**config.mk**
```make
export PLATFORM = sky130hd
export DESIGN_NAME = gf180mcu_latbank_wrctl
export DESIGN_NICKNAME = d
export VERILOG_FILES = /design/src/rtl/gf180mcu_latbank_wrctl.sv
export SDC_FILE = /design/constraint.sdc
export NUM_CORES = 1
export LEC_CHECK = 0
export BUFFER_PORTS_ARGS = -buffer_cell sky130_fd_sc_hd__buf_2
export CAP_MARGIN = 20
export CORE_MARGIN = 1
export CORE_UTILIZATION = 40
export DETAILED_ROUTE_END_ITERATION = 7
export GPL_ROUTABILITY_DRIVEN = 0
export MAX_ROUTING_LAYER = met4
export PLACE_DENSITY = 0.77
export SETUP_SLACK_MARGIN = 0.5
export SLEW_MARGIN = 20
export SYNTH_ARGS = -nofsm -noshare
export SYNTH_HDL_FRONTEND = slang
export SYNTH_SLANG_ARGS = --single-unit
```
**constraint.sdc**
```tcl
create_clock -name CLK -period 1.9 [get_ports CLK]
set_clock_uncertainty 0.05 [all_clocks]
set_input_delay 0.285 -clock CLK [delete_from_list [all_inputs] [get_ports CLK]]
set_output_delay 0.285 -clock CLK [all_outputs]
set_load 0.01 [all_outputs]
```
**src/rtl/gf180mcu_latbank_wrctl.sv**
```systemverilog
// Write sequencer and round-robin arbiter for a bank of RN-clearable level latches.
// Optional macro GF180MCU_LATBANK_WRCTL_HOLD_EN adds a data-hold cycle after each LE pulse.
module gf180mcu_latbank_wrctl #(
    parameter int NREQ    = 2,
    parameter int DEPTH   = 8,
    parameter int AW      = 3,
    parameter int DW      = 8,
    parameter int CLR_CYC = 2
) (
    input  logic               CLK,
    input  logic               RST,
    input  logic [NREQ-1:0]    REQ,
    input  logic [NREQ*AW-1:0] ADDR,
    input  logic [NREQ*DW-1:0] WDATA,
    output logic [NREQ-1:0]    GNT,
    input  logic               CLR_REQ,
    output logic               CLR_DONE,
    output logic [DW-1:0]      LD,
    output logic [DEPTH-1:0]   LE,
    output logic               LRN,
    output logic               BUSY,
    output logic               ERR,
    output logic [2:0]         dbg_state
);
    localparam int PW  = (NREQ > 1) ? $clog2(NREQ) : 1;
    localparam int PW1 = PW + 1;
    localparam int AW1 = AW + 1;
    localparam int CW  = $clog2(CLR_CYC + 1);
    localparam logic [AW:0] DEPTH_V = AW1'(DEPTH);

    typedef enum logic [2:0] {
        S_IDLE  = 3'd0,
        S_SETUP = 3'd1,
        S_PULSE = 3'd2,
        S_HOLD  = 3'd3,
        S_CLEAR = 3'd4
    } state_t;

    // Handshake: a requester holds REQ/ADDR/WDATA stable until it sees GNT in
    // the same cycle; the payload is captured on the edge that ends that cycle.
    state_t          state, state_nxt;
    logic [PW-1:0]   ptr, win;
    logic [PW:0]     idx;
    logic            any_req, take_write, addr_ok;
    logic [AW-1:0]   addr_q;
    logic [CW-1:0]   clr_cnt;

    // Round-robin search starting at ptr, the index after the last winner.
    always_comb begin
        win     = ptr;
        any_req = 1'b0;
        idx     = '0;
        for (int i = 0; i < NREQ; i++) begin
            idx = {1'b0, ptr} + PW1'(i);
            if (idx >= PW1'(NREQ)) idx = idx - PW1'(NREQ);
            if (!any_req && REQ[idx]) begin
                any_req = 1'b1;
                win     = idx[PW-1:0];
            end
        end
    end

    assign addr_ok = {1'b0, addr_q} < DEPTH_V;

    always_comb begin
        state_nxt  = state;
        take_write = 1'b0;
        GNT        = '0;
        case (state)
            S_IDLE: begin
                if (CLR_REQ) begin
                    state_nxt = S_CLEAR;
                end else if (any_req) begin
                    state_nxt  = S_SETUP;
                    take_write = 1'b1;
                    GNT        = RST ? '0 : ({{(NREQ-1){1'b0}}, 1'b1} << win);
                end
            end
            S_SETUP: state_nxt = S_PULSE;
`ifdef GF180MCU_LATBANK_WRCTL_HOLD_EN
            S_PULSE: state_nxt = S_HOLD;
`else
            S_PULSE: state_nxt = S_IDLE;
`endif
            S_HOLD:  state_nxt = S_IDLE;
            S_CLEAR: if (clr_cnt == CW'(CLR_CYC - 1)) state_nxt = S_IDLE;
            default: state_nxt = S_IDLE;
        endcase
    end

    assign BUSY      = (state != S_IDLE);
    assign ERR       = (state == S_PULSE) && !addr_ok;
    assign dbg_state = state;

    // LRN and LE are both decoded from state_nxt, so they can never overlap.
    always_ff @(posedge CLK or posedge RST) begin
        if (RST) begin
            state    <= S_IDLE;
            ptr      <= '0;
            addr_q   <= '0;
            clr_cnt  <= '0;
            LD       <= '0;
            LE       <= '0;
            LRN      <= 1'b0;
            CLR_DONE <= 1'b0;
        end else begin
            state    <= state_nxt;
            LRN      <= (state_nxt != S_CLEAR);
            LE       <= (state_nxt == S_PULSE && addr_ok) ?
                        ({{(DEPTH-1){1'b0}}, 1'b1} << addr_q) : '0;
            CLR_DONE <= (state == S_CLEAR) && (state_nxt == S_IDLE);
            clr_cnt  <= (state == S_CLEAR) ? clr_cnt + 1'b1 : '0;
            if (take_write) begin
                ptr    <= (win == PW'(NREQ - 1)) ? '0 : win + 1'b1;
                addr_q <= ADDR[win*AW +: AW];
                LD     <= WDATA[win*DW +: DW];
            end
        end
    end
endmodule
```
==> results of run 1 <==
-- metrics by stage --
step	cell area (um^2)	setup TNS (ns)	power, mW	utilization
finish	1553	-0.09878	1.969	0.6101
global route	1553	-0.5236	2.123	0.6101
CTS	1534	-0.1329	1.955	0.6028
detailed placement	1404	0	1.586	0.5516
global placement	1404	0	1.547	0.5516
floorplan	1124	0	1.329	-
-- flip-flops by register name, indices dropped and copies added, names as in the netlist --
signal,count
CLR_DONE,1
LD,8
LE,8
LRN,1
addr_q,3
clr_cnt,2
dbg_state,3
ptr,1
-- worst max-delay path, cell delays in order, from the launching register on --
cell,delay [ns]
dfrtp_2,0.43
or3_4,0.41
a2111oi_4,0.21
and2_1,0.17
buf_2,0.12
-- cell families after synthesis --
logic type                 synth area share
DFF                                  0.6116
and+or+nand+nor                      0.1121
AOI/OAI and AO/OA                    0.1540
buffers and inverters               0.07927
muxes                               0.01925
adders and majority gates           0.02038
other                              0.003394
-- worst min path at each step --
| stage | start | endpoint | cells after the start |
|---|---|---|---|
| after global placement | RST | addr_q[2] | 3 |
| after detailed placement | RST | LD[6] | 3 |
| final | RST | addr_q[2] | 3 |
| after global routing | RST | dbg_state[0] | 3 |
| after floorplan | RST | CLR_DONE | 1 |
| after CTS | RST | LD[6] | 3 |
-- area by class of cell --
cell class                 count  area [um^2]
multi-input combinational     55        397.9
inverter                      16        60.06
clock buffer                   3        22.52
timing repair buffer          61        352.8
sequential                    27        676.9
tap                           30        37.54
fill                         241        992.2
clock inverter                 1        5.005
-- timing repair --
item,in CTS,in global routing
setup endpoints to repair,14,20
pin swaps,2,1
gates resized for setup,14,2
setup buffers,6,1
-- metal layers --
layer	part of all wire	wire length, um	global-route usage
met1	0.40	886	0.1912
met2	0.50	1086	0.3028
met3	0.091	199	0.06944
met4	0.0078	17	0.05128
met5	0	0	-
-- where the power goes --
part / internal [mW] / total, mW / switching, mW / leakage, nW
combinational: 0.438 / 0.844 / 0.406 / 0.475
clock: 0.0789 / 0.238 / 0.159 / 0.0177
sequential: 0.760 / 0.887 / 0.127 / 0.349
total: 1.28 / 1.97 / 0.693 / 0.842
-- cell usage in the layout, fill, tap and decap left out, drive strengths merged, types with 2 or more instances in the layout --
cell | synthesis | layout
inv | 16 | 16
nand2 | 5 | 5
nor3 | 2 | 2
nand2b | 3 | 3
dfrtp | 27 | 27
nor2 | 12 | 12
a22oi | 10 | 10
o21ai | 11 | 11
buf | 3 | 61
clkbuf | 1 | 3
==> metrics, run 1 <==
CP max FO 2; I/O Buffers 50; CP startpoint kind register; reg-to-reg critical path endpoint LD[5]; # rows 18; reg-to-reg slack, setup 0.12 ns; Die ar. 0.002976 mm^2; final worst setup slack -0.09416 ns; synthesized area approximately 0.0011 mm^2; Lkg Pwr 0.8419 nW; ANT cells 0; Final nets 192; antenna-violating nets left 0; Remaining Overflow, GRT 0; Placeable Area 0.002545 mm^2; clock latency on the worst-skew pair ~0.32 ns; Post-CTS Hold Fix Bufs 0; router iterations before antenna repair 1; Worst-path clk slew ~0.13 ns; Mapped Nets 130; commonest cells in the netlist 27 x dfrtp_1, 16 x inv_1, 12 x nor2_1, 11 x o21ai_0, 10 x a22oi_1; Worst Path Required 1.56 ns; min Tclk post-route 1.994 ns; Max-Cap Viols 0; PwrDens roughly 1300 mW/mm^2; aggregate routed wire length 2190 um; count leader, synth dfrtp_1; largest area contributor in the netlist dfrtp_1; count of final hold-check violations 0; post-synth top area share 0.6116; Synth Instances between 100 and 150; Tot GR Track Use 0.1781; Die W 54.56 um; CTS tree built; CTS Root Cell clkbuf_4; first-pass GRT wire length between 3000 and 4000 um; Area growth, synth to finish 40.54%; ys flop type dfrtp_1; Final setup viols 2; CTS buffer count 3; antenna violations before repair 0; asr flop ratio synth 1.000; reg2reg path depth 9; sequential cell area fraction in the yosys report 0.6116; initial core utilization 0.4341; share of layout cells above drive strength 1 0.4908; Slew Limit Fails 0; Yosys warnings 0; Vias 921; crit path kind register to output pin; RSZ-0062 raised after global routing yes; per-cell routed wire length 11.35 um; final std cells w/o fill 193; EDFF count, synth 0; hold_ws 0.001262 ns; die height roughly 55 um; I/O pins 52; status complete, but fails checks; top post-synthesis cells by area dfrtp_1 61%, a22oi_1 6.8%, inv_1 5.4%; H-tree level count 1; period utilization 1.050; number of vias per cell 4.772; FF-to-FF Start dbg_state[2]; DPL Wire Length 1701 um; CP Data Arrival Time 1.66 ns; failing checks setup timing; pin count of the biggest net entering global routing 28; VDD IR max roughly 760 uV; residual DRC count 0; clk buf depth 2; CP startpoint dbg_state[2]; maximum clock rate about 0.50 GHz; synthesized area per cell approximately 11 um^2; Hold Crit Class primary input to async pin; synth unique cells 24; crit path to GNT[0]; FF+latch count, synth 27; Place WS around 0.14 ns; Inst Count DP 182; vias in the first global route approximately 840; number of DRC markers in iteration 0 0; Critical Path End Type output pin; Clock Sinks 27
Power figures use the tool's default switching activity.
==> inputs of run 2 (changes only) <==
Settings changed: ABC_AREA from default to 1, CORE_ASPECT_RATIO from default to 0.5, PLACE_DENSITY 0.77 to 0.76, TNS_END_PERCENT from default to 50.
==> run 2 against run 1 <==
  * The flow now finishes without violations
  * Cell count up 28%
  * Routed wire length increased by 24%
  * Synthesized cell count grew 45%
  * Largest cell class unchanged
  * Largest power group is now combinational cells
==> metrics, run 2 <==
PwrDens around 1300 mW/mm^2; clock latency on the worst-skew pair 0.28 ns; Mapped Nets 176; Cell Int Power 1.304 mW; CP startpoint dbg_state[1]; count leader, synth nand2_1; first-pass GRT wire length between 4000 and 5000 um; Area growth, synth to finish 34.40%; status complete, no violations; commonest cells in the netlist 66 x nand2_1, 27 x dfrtp_1, 14 x inv_1, 12 x nand3_1, 11 x nor2_1; Reg power frac 0.406; FF+latch count, synth 27; sequential cell area fraction in the yosys report 0.5579; H-tree level count 1; aggregate routed wire length ~2700 um; CP max FO 3; I/O Buffers 50; VDD IR max 488.0 uV; Worst Path Required 1.56 ns; ANT cells 0; Lkg Pwr 0.9855 nW; combinational share of power 0.436; DPL Wire Length 1951 um; CP Data Arrival Time about 1.4 ns; CTS Root Cell clkbuf_8; Die ar. 0.003265 mm^2; CP startpoint kind register; top post-synthesis cells by area dfrtp_1 56%, nand2_1 20%, nand3_1 5.0%; asr flop ratio synth 1.000; Synth Instances between 100 and 150; Max-Cap Viols 0; vias in the first global route ~940; Sw Ratio 0.3846; synthesized area per cell roughly 8.2 um^2; antenna-violating nets left 0; crit path kind register to output pin; Setup TNS 0 ns; Critical Path End Type output pin; Final setup viols 0; pin count of the biggest net entering global routing 28; Remaining Overflow, GRT 0; # rows 13; Placed Area between 0.0015 and 0.002 mm^2; min Tclk post-route 1.688 ns; synth unique cells 20; number of DRC markers in iteration 0 16; synthesized area 0.001211 mm^2; Die W 79.82 um; router iterations before antenna repair 4; multi-input logic area approximately 440 um^2; ys flop type dfrtp_1; residual DRC count 0; Clock power frac 0.158; die height approximately 41 um; Placeable Area 0.002733 mm^2; CTS tree built; Tot GR Track Use 0.1834; period utilization 0.8885; Psw 815.0 uW; per-cell routed wire length 10.98 um; largest registers LD (8), LE (8); post-synth top area share 0.5579; Slew Limit Fails 0; Final nets 239; commonest cells after routing, fill and taps aside 66 x nand2_1, 49 x buf_2, 26 x dfrtp_1, 14 x buf_4, 13 x inv_1; count of final hold-check violations 0; Yosys warnings 0; Hold Crit Class primary input to async pin; FF-to-FF Start dbg_state[1]; largest area contributor in the netlist dfrtp_1; EDFF count, synth 0; Vias 1,104; CTS buffer count 3; RSZ-0062 raised after global routing yes; Worst-path clk slew 0.09 ns; fill count 245; storage element area a little under 700 um^2; share of layout cells above drive strength 1 0.3571; initial core utilization 0.4432; leading cell type in the layout, fill and taps excluded nand2_1; antenna violations before repair 0; Clock Sinks 27; clk buf depth 2; Post-CTS Hold Fix Bufs 0; Finished Cell Area ~0.0016 mm^2; maximum clock rate ~0.59 GHz; I/O pins between 50 and 60; number of vias per cell 4.470
[run 2: cell types whose count changed after synthesis, moves of 2 or more]
| cell | before | now |
|---|---|---|
| a22oi_1 | 10 | 0 |
| buf_4 | 1 | 3 |
| inv_1 | 16 | 14 |
| nand2_1 | 5 | 66 |
| nand2b_1 | 3 | 0 |
| nand3_1 | 0 | 12 |
| o21ai_0 | 11 | 1 |
[run 2: final timing paths]
check / slack [ns] / cells past startpoint / to
min reg2reg: 0.40 / 1 / clr_cnt[0]
max in group asynchronous: 1.49 / 3 / dbg_state[2]
min: 0.03 / 3 / LD[3]
max: 0.21 / 6 / GNT[0]
max reg2reg: 0.47 / 5 / LE[6]
min in group CLK: 0.23 / 5 / LD[6]
[run 2: cell type report]
type                    count  area share
repair buffers             64      0.2221
inverters                  15     0.03613
clock buffers               3     0.02537
flip-flops and latches     27      0.4158
clock inverters             1    0.004612
multi-input cells         100      0.2675
well taps                  37     0.02844
[run 2: power groups by stage]
stage          sequential, mW  combinational (mW)  clock (mW)
2_1_floorplan           0.924               0.460           0
3_3_place_gp            0.869               0.772           0
3_5_place_dp            0.883               0.784           0
4_1_cts                 0.860               0.863       0.343
5_1_grt                 0.887                1.04       0.364
6_report                0.860               0.924       0.335
[run 2: logic make-up (layout without fill, tap and decap cells)]
kind of cell,Yosys count,in the layout,synth area share
AO/OA/AOI/OAI,2,2,0.009297
adder cells (fa/ha/maj),1,1,0.01033
buffers and inverters,21,83,0.08264
flip-flops,27,27,0.5579
other,1,1,0.003096
AND/OR/NAND/NOR,96,96,0.3368
[run 2: layer usage]
layer  wire [um]  track usage
met4          36      0.05357
met3         145      0.06000
met2        1366       0.3312
met5           0            -
met1        1164       0.2047
[run 2: repair_timing]
action                     in CTS  in global routing
setup endpoints to repair       3                 12
gates resized for setup         2                  1
pin swaps                       2                  1
buffers inserted                5                  4
[run 2: per-stage QoR]
stage / worst slack (ns) / std cells / power, mW / util / hold slack, ns
2_1_floorplan: 0.4521 / 148 / 1.385 / - / 0.2876
3_3_place_gp: 0.4014 / 234 / 1.641 / 0.5499 / 0.3449
5_1_grt: 0.1424 / 247 / 2.296 / 0.5957 / 0.05724
3_5_place_dp: 0.3742 / 234 / 1.667 / 0.5499 / 0.3479
6_report: 0.2119 / 247 / 2.119 / 0.5957 / 0.03153
4_1_cts: 0.2305 / 243 / 2.066 / 0.5824 / 0.04736
[run 2: critical path, stage by stage (launching register included)]
cell     delay, ns
dfrtp_1       0.41
nor2_2        0.12
nand2_2       0.09
nor2_4        0.15
nand2_1       0.09
nor2_1        0.08
buf_2         0.13
